## src/rtl/sobol_dir_loader.sv

```systemverilog
// Sobol direction-number loader: expands one dimension's Joe-Kuo parameters
// (s, a, m_i) into 32 Q0.32 direction numbers and writes them to RAM at dim*32+j.
module sobol_dir_loader #(
  parameter int M     = 50,
  parameter int S_MAX = 12
) (
  input  logic                        clk,
  input  logic                        rst_n,
  input  logic                        cfg_valid,
  output logic                        cfg_ready,
  input  logic [$clog2(M)-1:0]        cfg_dim,
  input  logic [$clog2(S_MAX+1)-1:0]  cfg_s,
  input  logic [S_MAX-2:0]            cfg_a,
  input  logic [S_MAX*S_MAX-1:0]      cfg_m,
  output logic                        wr_en,
  output logic [$clog2(M*32)-1:0]     wr_addr,
  output logic [31:0]                 wr_data,
  output logic                        busy,
  output logic                        done,
  output logic                        err
);

  localparam int DW = $clog2(M);
  localparam int SW = $clog2(S_MAX+1);
  localparam int AW = $clog2(M*32);

  typedef enum logic [1:0] {IDLE, GEN, DONE} state_t;

  // h[0] is the newest value v[j-1]; h[k-1] holds v[j-k].
  typedef logic [S_MAX-1:0][31:0] hist_t;

  state_t                   state_q, state_d;
  logic [5:0]               j_q, j_d;
  logic [DW-1:0]            dim_q, dim_d;
  logic [SW-1:0]            s_q, s_d;
  logic [S_MAX-2:0]         a_q, a_d;
  logic [S_MAX*S_MAX-1:0]   m_q, m_d;
  hist_t                    hist_q, hist_d;
  logic                     wr_en_q, wr_en_d;
  logic [AW-1:0]            wr_addr_q, wr_addr_d;
  logic [31:0]              wr_data_q, wr_data_d;
  logic                     err_q, err_d;
  logic [31:0]              v_next;
  logic                     cfg_bad;

  // Direction number v[j] from the parameters and the last S_MAX values.
  function automatic logic [31:0] dir_value(
    input logic [5:0]             j,
    input logic [SW-1:0]          s,
    input logic [S_MAX-2:0]       a,
    input logic [S_MAX*S_MAX-1:0] m,
    input hist_t                  h
  );
    int               ji;
    int               si;
    logic [31:0]      acc;
    logic [S_MAX-1:0] m_sel;
    logic [31:0]      m_ext;
    logic [S_MAX-2:0] a_shr;
    ji    = int'(j);
    si    = int'(s);
    acc   = '0;
    m_sel = '0;
    m_ext = '0;
    a_shr = '0;
    if (si == 0) begin
      acc = 32'h8000_0000 >> ji;
    end else if (ji < si) begin
      for (int i = 0; i < S_MAX; i++) begin
        if (i == ji) m_sel = m[i*S_MAX +: S_MAX];
      end
      m_ext = 32'(m_sel) & ((32'd1 << (ji + 1)) - 32'd1);
      acc   = m_ext << (31 - ji);
    end else begin
      for (int k = 1; k <= S_MAX; k++) begin
        if (k == si) acc = h[k-1] ^ (h[k-1] >> k);
      end
      for (int i = 1; i < S_MAX; i++) begin
        if (i < si) begin
          a_shr = a >> (si - 1 - i);
          if (a_shr[0]) acc = acc ^ h[i-1];
        end
      end
    end
    return acc;
  endfunction

  assign cfg_bad = (int'(cfg_dim) >= M) || (int'(cfg_s) > S_MAX);

  always_comb begin
    state_d   = state_q;
    j_d       = j_q;
    dim_d     = dim_q;
    s_d       = s_q;
    a_d       = a_q;
    m_d       = m_q;
    hist_d    = hist_q;
    wr_en_d   = 1'b0;
    wr_addr_d = wr_addr_q;
    wr_data_d = wr_data_q;
    err_d     = 1'b0;
    v_next    = '0;
    unique case (state_q)
      IDLE: begin
        if (cfg_valid) begin
          dim_d = cfg_dim;
          s_d   = cfg_s;
          a_d   = cfg_a;
          m_d   = cfg_m;
          if (cfg_bad) begin
            err_d = 1'b1;
          end else begin
            // v[0] is written on the accepting edge, straight from the inputs.
            v_next    = dir_value(6'd0, cfg_s, cfg_a, cfg_m, '0);
            wr_en_d   = 1'b1;
            wr_addr_d = {cfg_dim, 5'd0};
            wr_data_d = v_next;
            hist_d    = '0;
            hist_d[0] = v_next;
            j_d       = 6'd1;
            state_d   = GEN;
          end
        end
      end
      GEN: begin
        if (j_q == 6'd32) begin
          state_d = DONE;
        end else begin
          v_next    = dir_value(j_q, s_q, a_q, m_q, hist_q);
          wr_en_d   = 1'b1;
          wr_addr_d = {dim_q, j_q[4:0]};
          wr_data_d = v_next;
          hist_d    = {hist_q[S_MAX-2:0], v_next};
          j_d       = j_q + 6'd1;
        end
      end
      DONE: begin
        state_d = IDLE;
        j_d     = 6'd0;
      end
      default: state_d = IDLE;
    endcase
  end

  // NOTE: sequential state uses non-blocking assignments only, so every
  // register samples the pre-edge values computed in the combinational block.
  always_ff @(posedge clk) begin
    if (!rst_n) begin
      state_q   <= IDLE;
      j_q       <= '0;
      dim_q     <= '0;
      s_q       <= '0;
      a_q       <= '0;
      m_q       <= '0;
      // NOTE: the history is a small register file, not a RAM, so it is
      // cleared on reset along with the rest of the state.
      hist_q    <= '0;
      wr_en_q   <= 1'b0;
      wr_addr_q <= '0;
      wr_data_q <= '0;
      err_q     <= 1'b0;
    end else begin
      state_q   <= state_d;
      j_q       <= j_d;
      dim_q     <= dim_d;
      s_q       <= s_d;
      a_q       <= a_d;
      m_q       <= m_d;
      hist_q    <= hist_d;
      wr_en_q   <= wr_en_d;
      wr_addr_q <= wr_addr_d;
      wr_data_q <= wr_data_d;
      err_q     <= err_d;
    end
  end

  assign cfg_ready = (state_q == IDLE);
  assign busy      = (state_q == GEN);
  assign done      = (state_q == DONE);
  assign wr_en     = wr_en_q;
  assign wr_addr   = wr_addr_q;
  assign wr_data   = wr_data_q;
  assign err       = err_q;

endmodule

```

## config.mk

```make
export PLATFORM = sky130hd
export DESIGN_NAME = sobol_dir_loader
export DESIGN_NICKNAME = d
export VERILOG_FILES = /design/src/rtl/sobol_dir_loader.sv
export SDC_FILE = /design/constraint.sdc
export NUM_CORES = 2
export LEC_CHECK = 0
export CAP_MARGIN = 30
export CORE_MARGIN = 2
export CORE_UTILIZATION = 37
export DETAILED_ROUTE_END_ITERATION = 16
export GPL_TIMING_DRIVEN = 0
export HOLD_SLACK_MARGIN = 0.15
export MAX_ROUTING_LAYER = met4
export PLACE_DENSITY_LB_ADDON = 0.15
export SKIP_CTS_REPAIR_TIMING = 1
export SYNTH_ARGS = -nofsm -noshare
export SYNTH_HDL_FRONTEND = slang
export SYNTH_SLANG_ARGS = --single-unit
```

## constraint.sdc

```tcl
create_clock -name clk -period 10.55 [get_ports clk]
set_clock_uncertainty 0.15 [all_clocks]
set_input_delay 2.11 -clock clk [delete_from_list [all_inputs] [get_ports clk]]
set_output_delay 2.11 -clock clk [all_outputs]
set_load 0.05 [all_outputs]
```

# Yosys cells after proc, flatten, opt, wreduce, memory -nomap -nowiden
# Cells that the tools add are included.
op_classes:
  n_reduce_logical: 12
  n_mux: 123
  n_div: 0
  shifts: 14
  n_eq_ne: 30
  mul: 0
  bitwise: 24
  n_addsub: 16
  magnitude_cmp: 15
ops:
  columns: ["cell", "count"]
  rows:
  - ["$mux W32", 85]
  - ["$mux W384", 3]
  - ["$pmux W384 S2", 1]
  - ["$shr A11 B32 Y1", 11]
  - ["$xor A32 B32 Y32", 11]
  - ["$mux W12", 16]
  - ["$pmux W32 S2", 1]
  - ["$mux W11", 3]
  - ["$and A12 B32 Y32", 1]
  - ["$eq A4 B4 Y1 const A", 8]
  - ["$shl A1 B7 Y32 const A", 1]
  - ["$shl A32 B32 Y32", 1]
  - ["$shr A32 B6 Y32 const A", 1]
  - ["$sub A32 B1 Y32 const B", 1]
  - ["$xor A32 B20 Y32", 1]
  - ["$xor A32 B21 Y32", 1]
  - ["$xor A32 B22 Y32", 1]
  - ["$xor A32 B23 Y32", 1]
  - ["$xor A32 B24 Y32", 1]
  - ["$xor A32 B25 Y32", 1]
  - ["$xor A32 B26 Y32", 1]
  - ["$xor A32 B27 Y32", 1]
  - ["$xor A32 B28 Y32", 1]
  - ["$xor A32 B29 Y32", 1]
  - ["other kinds (44)", 80]
totals:
  output_inout_bits: 48
  inputBits: 168
  ramBits: 0
  wordCells: 256
  memories: 0
  latchBits: 0
  rom_bits: 0
  regBits: 602

# Logic depth before layout (Yosys ltp)
depth:
  word_depth: 94
  ltp_mapped: 23
  mapped_depth_nobuf: 16

# Worst setup path before layout
# Ideal clock, no wire load.
synth_timing:
  kind: "reg-to-reg"
  start: "reg s_q[0]"
  end: "reg hist_q[25] (netlist name)"
  setup_time_ns: 0.096
  setup_slack_ns: 5.796
  path_stages_with_launch: 22
  required_time_ns: 10.304
  period_less_slack_ns: 4.754
  n_path_buf: 6
  arrival_time_ns: 4.509
  cell_sequence: "dfxtp_1 -> buf_6 -> inv_1 -> buf_2 -> ha_1 -> buf_2 -> nor3b_2 -> inv_2 -> clkbuf_1 -> buf_1 -> ha_1 -> nor2b_1 -> a21boi_0 -> a211o_1 -> nor4_4 -> buf_6 -> nand2_1 -> xnor3_1 -> xnor3_1 -> xnor2_1 -> nor2_1 -> o41ai_2"
synth_between:
  elab_chain_cells: 94
  word_cells_on_any_way: 141
  classes_between: "add/sub (12); order compare (12); eq/ne (12); shift (11); mux (82); bitwise (11); reduce/logical (1)"
synth_lines:
  columns: ["element", "line_no", "text"]
  rows:
  - ["start, declared", "35", "logic [SW-1:0] s_q, s_d;"]
  - ["start signal, assigned", "152", "s_q <= '0;"]
  - ["start signal, assigned", "166", "s_q <= s_d;"]
  - ["$eq A2 B4 Y1", "76", "if (k == si) acc = h[k-1] ^ (h[k-1] >> k);"]
  - ["$mux W32 (12 in series)", "76", null]
  - ["$mux W32", "68", "end else if (ji < si) begin"]
  - ["$mux W32", "66", "if (si == 0) begin"]
  - ["$mux W32", "126", "if (j_q == 6'd32) begin"]
  - ["$mux W32", "103", "unique case (state_q)"]
  - ["$xor A32 B32 Y32", "81", "if (a_shr[0]) acc = acc ^ h[i-1];"]
  - ["$mux W32", "81", null]
  - ["[67 not listed]", null, null]
  - ["$mux W32", "103", null]
  - ["$xor A32 B32 Y32", "81", null]
  - ["$mux W32", "81", null]
  - ["$mux W32", "79", "if (i < si) begin"]
  - ["$mux W32", "68", null]
  - ["$mux W32 (*)", "66", null]
  - ["$mux W384 (*)", "126", null]
  - ["$pmux W384 S2 (*)", "103", null]
  - ["end signal, assigned", "169", "hist_q <= hist_d;"]
  - ["end, declared", "38", "hist_t hist_q, hist_d;"]
# Every way passes the cells marked *; elsewhere a longest branch is shown, timed or not. The select of a mux whose other input is x is not followed.
# A chain may end at the register's enable or synchronous reset.

# Worst setup path after layout
layout_timing:
  start: "reg s_q[0]"
  end: "reg hist_q[26] (netlist name)"
# Same word-level chain as after synthesis.

==> impl_metrics.ini <==
[run_status]
status = complete, no violations

[detailed_routing]
route.met2.wl_um = 71600
drc = 0
routed.top_layer = met4
wl_um = 162000
avgViaCountPerCell = 6.07
drtAntennaViolNets = 0
wl_per_cell_um = 29.0
wl_met3_um = 12700
route.layer.met1.wl_um = 66700
firstDrtPassIters = 6
first_iter_violations = 4336
vias = 33800

[sta]
timing.setup.tns_ns = 0
fin_ws_ns = 3.34
relSlewSlack_pct = 11.9
finalSetupViolCount = 0
drv_slew = 0
max_slew.worst_pin.slew_ns = 1.32
post-route-period-util_pct = 68.3
period_needed_ns = 7.21
fmax_mhz = 139
hold_violations = 0
rsz0062_at_grt = false

[logic_synthesis]
avgSynthCellArea_um2 = 8.44
synth-seq-area-share_pct = 33.4
synth_top_cell_by_area = dfxtp_1
synth_top_cells_by_count = nand2_1 (765), dfxtp_1 (570), xnor2_1 (377), a22o_1 (356), a21oi_1 (274)
synth_cell_types = 96
synth_warnings = 0
synth_top_area_share_pct = 33.4
syn-num-nets = 4241
async_flop_share_pct = 0
netlist_area_mm2 = 0.0341
ys_top_cells_by_area = dfxtp_1 (33%), xnor2_1 (9.7%), a22o_1 (9.1%)
synth_edf_count = 0
syn_inst = 4045
synthFlopType = dfxtp_1
ys_ff_latch = 570
yosysMostFrequentCell = nand2_1

[grt]
track_usage_pct = 34.2
grt-ovfl-total = 0
grt_max_degree = 15
antenna_found_initial = 2
grt_pass1_vias = 32000
grt_pass1_wl_um = 230000

[flow_run]
drv_cap = 0

[floorplan]
core-area_mm2 = 0.0915
dieHeight_um = 308
num_rows = 111
io_pins = 216
fp.dieW_um = 308
dieArea_mm2 = 0.0947
start_util_pct = 37.3

[clock_network]
clockBufferDepth = 3
numCtsBuffers = 70
cts-root-buf = clkbuf_16
htree_levels = 3
cts_tree = yes
cts.clk_slew.worst_paths_ns = 0.06
cts.sinks = 570
insertion_delay_ns = 0.64

[cells_and_area]
drive_above_1_share_pct = 6.22
syn_to_final_growth_pct = 17.8
n_fill_cell = 9424
final_area_mm2 = 0.0402
diodes = 0
nets = 4531

[setup_path]
required_ns = 10.88
start_kind = register
critical-path-max-stage-delay_ns = 0.87
worstPathArrival_ns = 7.54
regToRegSetupSlack_ns = 3.34
cp-end-kind = register
worst_path_max_delay_cell = clkbuf_1
startpoint = s_q[0]$_SDFFE_PN0P_
crit_chain = buf_6 > inv_1 > buf_2 > ha_1 > buf_2 > nor3b_2 > inv_2 > clkbuf_1 > buf_1 > ha_1 > nand2_1 > nor4_1 > o21ai_0 > a21oi_2 > clkbuf_1 > nand2_1 > xor2_1 > xnor3_1 > xnor2_1 > o211ai_1
path_class = register to register
worstReg2RegStart = s_q[0]$_SDFFE_PN0P_
crit_fanout = 11

[placement]
dp_hpwl_um = 127000
place_ws_ns = 3.58
globalplace.congestion = 0.984
placed_area_mm2 = 0.0378
port_buffers = 214

[power]
power_density_mw_per_mm2 = 140
power_leakage_nw = 14.6
power_mw = 5.64
vdd_drop_max_mv = 0.128

[worst_hold_path]
hold_start = m_q[32]$_SDFFE_PN0P_
min_path_type = register to register
## power breakdown
part	total [mW]	internal [mW]	switching [mW]	leakage, nW
logic	0.811	0.266	0.545	8.83
clock network	2.58	1.54	1.04	1.18
registers	2.25	2.20	0.0474	4.62
total	5.64	4.01	1.63	14.6
## per-stage QoR
stage	instances	hold slack, ns	util (%)
after global routing	5574	0.317	43.9
after global placement	5445	0.291	41.3
after floorplan	4045	0.281	-
after detailed placement	5449	0.294	41.3
after CTS	5574	0.303	43.9
final	5574	0.303	43.9
## routing by layer
layer,up-vias,global-route usage [%]
met5,-,-
met4,0,18.9
met3,406,4.55
met2,1733,52.4
met1,16700,43.6
li1,15000,-
## logic make-up after synthesis
family / Yosys count / synth area share (%)
adder cells (fa/ha/maj): 28 / 1.03
flip-flops: 570 / 33.4
AND/OR/NAND/NOR: 1117 / 14.4
buffers and inverters: 437 / 5.70
XOR/XNOR: 584 / 17.1
AO/OA/AOI/OAI: 1270 / 26.8
multiplexers: 39 / 1.52
## area by class of cell
class,count,area (um2),area share [%]
clock inverter,30,419,1.04
inverter,30,113,0.280
tap,1186,1480,3.69
buffer,407,1830,4.56
clock buffer,95,1980,4.92
sequential,570,11400,28.4
timing repair buffer,218,2180,5.42
multi-input combinational,3038,20800,51.7
## worst max-delay path, delay by kind of cell (launching register included)
family | cells | cell delay (ns)
XOR/XNOR | 3 | 1.00
adder cells (fa/ha/maj) | 2 | 0.73
AO/OA/AOI/OAI | 3 | 0.90
buffers and inverters | 8 | 3.13
AND/OR/NAND/NOR | 4 | 0.67
flip-flops | 1 | 0.47
## final timing paths
path                            depth (start not counted)                       to
worst max-delay path                                   20  hist_q[26]$_SDFFE_PN0P_
worst min-delay path                                    2     m_q[32]$_SDFFE_PN0P_
worst max register to register                         20  hist_q[26]$_SDFFE_PN0P_
worst min register to register                          2     m_q[32]$_SDFFE_PN0P_
## placed cells by master (no fill, tap or decap), drive strengths merged, types with 139 or more instances in the layout
cell           synthesis  final
a21oi                277    277
a22o                 356    356
buf                  135    139
clkbuf               272    367
clkdlybuf4s50          0    214
dfxtp                570    570
nand2                765    765
o21ai                161    161
xnor2                377    377
xor2                 157    157
## flip-flops by register name, summed over array words and instances, names as in the netlist
signal,count
a_q,11
dim_q,6
err,1
hist_q,384
j_q,6
m_q,144
s_q,4
state_q,2
wr_addr,11
wr_en,1
Power figures use the tool's default switching activity.
